### src/rtl/seq_shift_add_mult_if.sv
// Operand/result handshake bundle for the sequential shift-add multiplier.
// The master drives operands and ack; the slave (multiplier) returns status and result.
interface seq_shift_add_mult_if #(
    parameter int WIDTH = 32
);
    localparam int CW = $clog2(WIDTH + 1);

    logic                 valid_data;
    logic                 signed_mode;
    logic [WIDTH-1:0]     a_in;
    logic [WIDTH-1:0]     b_in;
    logic                 ack;
    logic                 busy;
    logic                 Done_Flag;
    logic [2*WIDTH-1:0]   product;
    logic [CW-1:0]        cycles;

    modport master (
        output valid_data, signed_mode, a_in, b_in, ack,
        input  busy, Done_Flag, product, cycles
    );

    modport slave (
        input  valid_data, signed_mode, a_in, b_in, ack,
        output busy, Done_Flag, product, cycles
    );
endinterface

### src/rtl/seq_shift_add_mult.sv
// Sequential shift-add multiplier resolving one multiplier bit per clock.
// Signed operands are handled as magnitudes with the sign reapplied at the end.
module seq_shift_add_mult #(
    parameter int WIDTH      = 32,
    parameter bit EARLY_EXIT = 1'b1
) (
    input  logic                Clock,
    input  logic                Reset,
    seq_shift_add_mult_if.slave bus
);
    localparam int CW = $clog2(WIDTH + 1);

    typedef enum logic [1:0] {
        IDLE = 2'b00,
        CALC = 2'b01,
        DONE = 2'b10
    } state_t;

    state_t               state;
    state_t               next_state;
    logic [2*WIDTH-1:0]   a_reg;
    logic [2*WIDTH-1:0]   acc;
    logic [2*WIDTH-1:0]   acc_next;
    logic [2*WIDTH-1:0]   product_q;
    logic [WIDTH-1:0]     b_reg;
    logic [WIDTH-1:0]     b_shift;
    logic [WIDTH-1:0]     a_mag;
    logic [WIDTH-1:0]     b_mag;
    logic [CW-1:0]        cnt;
    logic [CW-1:0]        cnt_inc;
    logic [CW-1:0]        cycles_q;
    logic                 neg;
    logic                 last;

    // NOTE: sequential state uses non-blocking assignments so every register
    // samples pre-edge values regardless of process ordering.
    always_ff @(posedge Clock) begin
        if (Reset) begin
            state <= IDLE;
        end else begin
            state <= next_state;
        end
    end

    // NOTE: every signal written here gets a default first, so no path leaves
    // it unassigned and no latch is inferred.
    always_comb begin
        acc_next = acc;
        if (b_reg[0]) begin
            acc_next = acc + a_reg;
        end
        b_shift    = b_reg >> 1;
        cnt_inc    = cnt + CW'(1);
        last       = (cnt_inc == CW'(WIDTH)) || (EARLY_EXIT && (b_shift == '0));
        next_state = state;
        case (state)
            IDLE:    if (bus.valid_data) next_state = CALC;
            CALC:    if (last)           next_state = DONE;
            DONE:    if (bus.ack)        next_state = IDLE;
            default:                     next_state = IDLE;
        endcase
    end

    // Two's complement magnitude; the most negative value maps onto itself,
    // which is exactly its unsigned magnitude.
    always_comb begin
        a_mag = bus.a_in;
        b_mag = bus.b_in;
        if (bus.signed_mode && bus.a_in[WIDTH-1]) begin
            a_mag = ~bus.a_in + WIDTH'(1);
        end
        if (bus.signed_mode && bus.b_in[WIDTH-1]) begin
            b_mag = ~bus.b_in + WIDTH'(1);
        end
    end

    always_ff @(posedge Clock) begin
        if (Reset) begin
            a_reg     <= '0;
            b_reg     <= '0;
            acc       <= '0;
            cnt       <= '0;
            neg       <= 1'b0;
            product_q <= '0;
            cycles_q  <= '0;
        end else begin
            case (state)
                IDLE: begin
                    if (bus.valid_data) begin
                        a_reg <= {{WIDTH{1'b0}}, a_mag};
                        b_reg <= b_mag;
                        neg   <= bus.signed_mode & (bus.a_in[WIDTH-1] ^ bus.b_in[WIDTH-1]);
                        acc   <= '0;
                        cnt   <= '0;
                    end
                end
                CALC: begin
                    acc   <= acc_next;
                    a_reg <= a_reg << 1;
                    b_reg <= b_shift;
                    cnt   <= cnt_inc;
                    if (last) begin
                        product_q <= neg ? (~acc_next + (2*WIDTH)'(1)) : acc_next;
                        cycles_q  <= cnt_inc;
                    end
                end
                default: ;
            endcase
        end
    end

    assign bus.busy      = (state == CALC) || (state == DONE);
    assign bus.Done_Flag = (state == DONE);
    assign bus.product   = product_q;
    assign bus.cycles    = cycles_q;
endmodule
### src/flat_wrapper.sv
// flat-port wrapper written by rule: the top's interface ports become plain ports
module seq_shift_add_mult_flat 
#(
    parameter int WIDTH      = 32,
    parameter bit EARLY_EXIT = 1'b1
)
  (Clock, Reset, bus_valid_data, bus_signed_mode, bus_a_in, bus_b_in, bus_ack, bus_busy, bus_Done_Flag, bus_product, bus_cycles);
  seq_shift_add_mult_if #(.WIDTH(WIDTH)) bus_i ();
  input  logic Clock;
  input  logic Reset;
  input wire logic [$bits(bus_i.valid_data)-1:0] bus_valid_data;
  input wire logic [$bits(bus_i.signed_mode)-1:0] bus_signed_mode;
  input wire logic [$bits(bus_i.a_in)-1:0] bus_a_in;
  input wire logic [$bits(bus_i.b_in)-1:0] bus_b_in;
  input wire logic [$bits(bus_i.ack)-1:0] bus_ack;
  output wire logic [$bits(bus_i.busy)-1:0] bus_busy;
  output wire logic [$bits(bus_i.Done_Flag)-1:0] bus_Done_Flag;
  output wire logic [$bits(bus_i.product)-1:0] bus_product;
  output wire logic [$bits(bus_i.cycles)-1:0] bus_cycles;
  assign bus_i.valid_data = bus_valid_data;
  assign bus_i.signed_mode = bus_signed_mode;
  assign bus_i.a_in = bus_a_in;
  assign bus_i.b_in = bus_b_in;
  assign bus_i.ack = bus_ack;
  assign bus_busy = bus_i.busy;
  assign bus_Done_Flag = bus_i.Done_Flag;
  assign bus_product = bus_i.product;
  assign bus_cycles = bus_i.cycles;
  seq_shift_add_mult #(.WIDTH(WIDTH), .EARLY_EXIT(EARLY_EXIT)) u_core (.Clock(Clock), .Reset(Reset), .bus(bus_i));
endmodule
### config.mk
export PLATFORM = sky130hd
export DESIGN_NAME = seq_shift_add_mult_flat
export DESIGN_NICKNAME = d
export VERILOG_FILES = /design/src/rtl/seq_shift_add_mult_if.sv /design/src/rtl/seq_shift_add_mult.sv /design/src/flat_wrapper.sv
export SDC_FILE = /design/constraint.sdc
export NUM_CORES = 1
export LEC_CHECK = 0
export CORE_MARGIN = 3
export CORE_UTILIZATION = 40
export CTS_BUF_LIST = sky130_fd_sc_hd__clkbuf_8
export DETAILED_ROUTE_END_ITERATION = 8
export GPL_TIMING_DRIVEN = 0
export PLACE_DENSITY = 0.64
export SETUP_SLACK_MARGIN = 0.15
export SLEW_MARGIN = 10
export SYNTH_ARGS = -nofsm -noshare
export SYNTH_HDL_FRONTEND = slang
export SYNTH_SLANG_ARGS = --single-unit
### constraint.sdc
create_clock -name Clock -period 7.6 [get_ports Clock]
set_input_delay 1.14 -clock Clock [delete_from_list [all_inputs] [get_ports Clock]]
set_output_delay 1.14 -clock Clock [all_outputs]
set_load 0.02 [all_outputs]
# Word-level counts from Yosys, hierarchy flattened
# Index checks and enable logic that the tools add are counted.
[word_totals]
in_bits = 69
word_cells = 51
out_inout_bits = 72
regBits = 239
[classes]
n_reduce_logical = 11
mux = 16
addsub = 5
bitwise = 5
n_eq_ne = 6
[op_table]
columns = ["cell", "n"]
rows = [
  ["64-bit two-way mux", 4],
  ["64-bit one-hot mux with 2 select lines", 2],
  ["32-bit two-way mux", 3],
  ["32-bit by 1-bit adder with 32-bit output, second input constant", 2],
  ["64-bit by 1-bit adder with 64-bit output, second input constant", 1],
  ["64-bit adder", 1],
  ["32-bit inverter", 2],
  ["64-bit inverter", 1],
  ["32-bit one-hot mux with 2 select lines", 1],
  ["32-bit zero test", 1],
  ["6-bit one-hot mux with 2 select lines", 1],
  ["6-bit by 1-bit adder with 6-bit output, second input constant", 1],
  ["6-bit == test, second input constant", 1],
  ["2-bit two-way mux", 3],
  ["6-bit two-way mux", 1],
  ["2-bit one-hot mux with 3 select lines", 1],
  ["2-bit AND reduction", 3],
  ["2-bit != test, second input constant", 2],
  ["3-bit AND reduction", 1],
  ["2-bit by 1-bit == test with 1-bit output, second input constant", 1],
  ["2-bit == test, second input constant", 1],
  ["1-bit logical AND", 2],
  ["2-bit zero test", 1],
  ["1-bit logical OR", 2],
  ["other kinds (4)", 4],
]

# Longest topological paths before layout
[depth]
ltp_word = 5
depth_mapped = 16
ltp_nobuf = 15

# Least setup slack after synthesis
# Ideal clock, no wire load.
[synth_path]
path_kind = "register to register"
start = "register u_core.a_reg[0]"
end = "register u_core.product_q[59], in the netlist u_core.bus.product[59]"
arrival_ns = 4.333
required_time_ns = 7.473
path_slack_ns = 3.140
setup_ns = 0.127
n_path_buf = 1
stages_incl_launch_ff = 17
period_less_slack_ns = 4.460
path_cell_list = "dfxtp_1 -> ha_1 -> inv_1 -> fa_1 -> nand2b_1 -> a21oi_1 -> a31oi_1 -> xnor2_1 -> o31ai_2 -> or4b_4 -> a2111oi_4 -> nand4_4 -> or4_4 -> buf_6 -> o41ai_2 -> xor2_1 -> o21ai_1"
[synth_between]
elab_chain_len = 5
[synth_lines]
columns = ["element", "line", "rtl"]
rows = [
  ["from (decl)", "seq_shift_add_mult.sv:21", "logic [2*WIDTH-1:0] a_reg;"],
  ["from (signal assigned)", "seq_shift_add_mult.sv:90", "a_reg <= {{WIDTH{1'b0}}, a_mag};"],
  ["from (signal assigned)", "seq_shift_add_mult.sv:99", "a_reg <= a_reg << 1;"],
  ["64-bit adder *", "seq_shift_add_mult.sv:50", "acc_next = acc + a_reg;"],
  ["64-bit two-way mux *", "seq_shift_add_mult.sv:49", "if (b_reg[0]) begin"],
  ["64-bit inverter", "seq_shift_add_mult.sv:103", "product_q <= neg ? (~acc_next + (2*WIDTH)'(1)) : acc_next;"],
  ["64-bit by 1-bit adder with 64-bit output", "seq_shift_add_mult.sv:103", ""],
  ["64-bit two-way mux *", "seq_shift_add_mult.sv:103", ""],
  ["to (signal assigned)", "seq_shift_add_mult.sv:103", ""],
  ["to (decl)", "seq_shift_add_mult.sv:24", "logic [2*WIDTH-1:0] product_q;"],
]
# Every way passes the cells marked *; elsewhere a longest branch is shown, timed or not.
# A chain may end at the register's enable or synchronous reset.

# Final worst setup path
[layout_path]
start = "register u_core.acc[6]"
end = "register u_core.product_q[60], in the netlist u_core.bus.product[60]"
[layout_between]
elab_chain_len = 5
[layout_lines]
columns = ["element", "line", "rtl"]
rows = [
  ["from (decl)", "seq_shift_add_mult.sv:22", "logic [2*WIDTH-1:0] acc;"],
  ["from (signal assigned)", "seq_shift_add_mult.sv:98", "acc <= acc_next;"],
  ["64-bit adder", "seq_shift_add_mult.sv:50", ""],
  ["64-bit two-way mux *", "seq_shift_add_mult.sv:49", ""],
  ["64-bit inverter", "seq_shift_add_mult.sv:103", ""],
  ["64-bit by 1-bit adder with 64-bit output", "seq_shift_add_mult.sv:103", ""],
  ["64-bit two-way mux *", "seq_shift_add_mult.sv:103", ""],
]
# Marks and branches as above.

==> impl_results.md <==
- Vias per cell: 6.00
- Netlist cell types: 94
- Crit share post-route: 77.0%
- Top cell type's share of synthesized area: 27.3%
- CP most frequent cell: o21ai_0
- Post-synth EDFFs: 0
- Peak supply drop: 160 uV
- PortBufs: 140
- Crit path buffers/inverters: 0
- Detail Placement HPWL: 58.5 mm
- Power Internal: 0.00238 W
- Post-Synthesis Cells: 2449
- Fin util: 47.6%
- Max clock buf depth: 3
- Clk pwr share: 34.0%
- Worst Path Arrival: 6.35 ns
- Sw Ratio: 38.2%
- GPL Wtd Cong: 1.00
- Slew HR: 15.6%
- Largest net degree at the start of global routing: 12
- Area Growth Syn to Fin: 17.5%
- Global route total overflow: 0
- Predominant post-synthesis flop cell: dfxtp_1
- Die span in y: 215 um
- Die Area: 46300 um2
- Final Hold Viols: 0
- Final setup TNS: 0 ns
- Initial DRC Count: 1662
- RSZ-0062 raised after global routing: false
- Post-synthesis async set-or-reset flop share: 0%
- Setup CP Type: flop to flop
- Initial core utilization: 40.6%
- Max incr delay on CP: 1.05 ns
- Skew-Pair Late Insertion Delay: 0.62 ns
- Core ar.: 43200 um2
- Slowest stage cell on the critical path: a2111oi_0
- Layout net count: 2775
- Wire length per cell: 22.4 um
- Syn Std Cell Area: 17500 um2
- CP top delay family: compound AO/OA/AOI/OAI gates
- Worst Path Required: 8.10 ns
- CTS H-tree depth: 2
- Worst reg2reg startpoint: u_core.acc[6]
- # DRC: 0
- Critical Path Source Type: flop
- First-pass GRT wire length: 109 mm
- Hold_sp: u_core.bus.product[43]
- Worst Setup End Kind: flop
- Hold Buf Count CTS: 0
- Synth Net Count: 2589
- CP Launch Point: u_core.acc[6]
- Power per cell area: 188 nW/um2
- Root buffer cell: clkbuf_8
- Total power: 0.00386 W
- Count of pins over their slew limit: 0
- Synth Area per Inst: 7.15 um2
- Top cells by area, synth: dfxtp_1 (27%), nand2_1 (8.3%), a21oi_1 (7.8%)
- Diode count: 0
- Initial antenna violation count: 0
- Synthesized flop and latch total: 239
- Final setup vio count: 0
- Die X: 215 um
- Cells along the critical path: ha_1 -> a21oi_1 -> o21ai_0 -> a211oi_1 -> o21ai_0 -> xnor2_1 -> a31oi_1 -> a2111oi_0 -> nand4_1 -> or4_1 -> o41ai_1 -> xor2_1 -> o21ai_1
- Routed WL: 72.8 mm
- Vias: 19500
- Remaining antenna violation count: 0
- Via count of the first global-routing pass: 18500
- Status: finished, final reports clean
- Fin crit period: 5.86 ns
- Most common cell in the netlist: nand2_1
- Worst Hold Class: flop to flop
- Worst Tran Pin Value: 1.23 ns
- Synthesis warning total: 0
- Share of post-route cells with drive strength above 1: 5.06%
- CTS tree: yes
- Design area: 20600 um2
- Yosys top cell by area: dfxtp_1
- Postcts setup bufs: 0
- Most frequent cells after synthesis: nand2_1 (386), nor2_1 (285), a21oi_1 (274)
- Drt first pass iters: 6
- Final Skew: 0.0422 ns
- Psw: 0.00147 W
- Fmax: 171 MHz
- Worst-path clk slew: 0.07 ns
- Placed Area: 19700 um2
- Max-Cap Viols: 0
- Leak: 7.23 nW
- IO Pins: 141
- Hold WS: 0.451 ns
- Total GRT Usage: 30.0%
- Worst-path maximum fanout: 6
- Cts repair resizes: 0
- Comb power frac: 30.2%
- Fraction of the yosys area taken by sequential cells: 27.3%
- Seq pwr share: 35.8%
- Row Count: 76
- Clock sinks: 239
- CTS Buf Count: 42
## cells by family after synthesis
family / Yosys count / synth area share (%)
and+or+nand+nor: 965 / 25.0
adders and majority gates: 71 / 5.12
AOI/OAI and AO/OA: 799 / 29.2
buffers and inverters: 204 / 4.49
DFF: 239 / 27.3
xor gates and xnor gates: 140 / 7.00
muxes: 31 / 1.85
## through the flow
stage          std cells  setup slack (ns)
2_1_floorplan       2449              3.14
3_3_place_gp        3174              2.00
3_5_place_dp        3176              1.97
4_1_cts             3252              1.95
5_1_grt             3252              1.65
6_report            3252              1.74
## worst paths after layout
path	cells past startpoint	endpoint	slack, ns
max	13	u_core.bus.product[60]	1.74
min	2	u_core.bus.product[43]	0.45
max reg2reg	13	u_core.bus.product[60]	1.74
min reg2reg	2	u_core.bus.product[43]	0.45
## worst min-delay path, stage by stage (launching register included)
cell	delay, ns
dfxtp_1	0.31
nand2_1	0.05
o21ai_1	0.05
## routing by layer
layer  routed length, um  track usage, %
met5                   0               0
met2               35900            54.4
met4                3660            13.6
met3                4590            3.69
met1               28600            35.4
## cell type report
class,instances,area (um2)
multi-input cells,2006,11900
clock buffers,54,743
well taps,585,732
plain buffers,162,629
clock inverters,22,165
fillers,4514,22600
repair buffers,142,1410
inverters,42,158
flip-flops and latches,239,4780
## cell usage in the layout (no fill, tap or decap), types with 22 or more instances in the layout
master	Yosys	routed
nand3_1	42	42
xnor2_1	80	80
clkbuf_8	0	54
o211ai_1	29	29
clkbuf_1	131	131
a22oi_1	84	84
dfxtp_1	239	239
clkdlybuf4s50_1	0	140
a211oi_1	22	22
o31ai_1	27	27
ha_1	70	70
xor2_1	60	60
nor3_1	53	53
a21oi_1	274	274
nor2_1	285	285
inv_1	42	46
nand2b_1	22	22
nand4_1	43	43
a21o_1	24	24
nand2_1	386	386
o21ai_0	163	163
## power groups by stage
stage,sequential [W],combinational [W],clock [W]
finish,0.00138,0.00116,0.00131
global placement,0.00140,0.00111,0
floorplan,0.00138,0.000740,0
global route,0.00139,0.00125,0.00138
detailed placement,0.00140,0.00113,0
CTS,0.00138,0.00114,0.00132
Power figures use the tool's default switching activity.
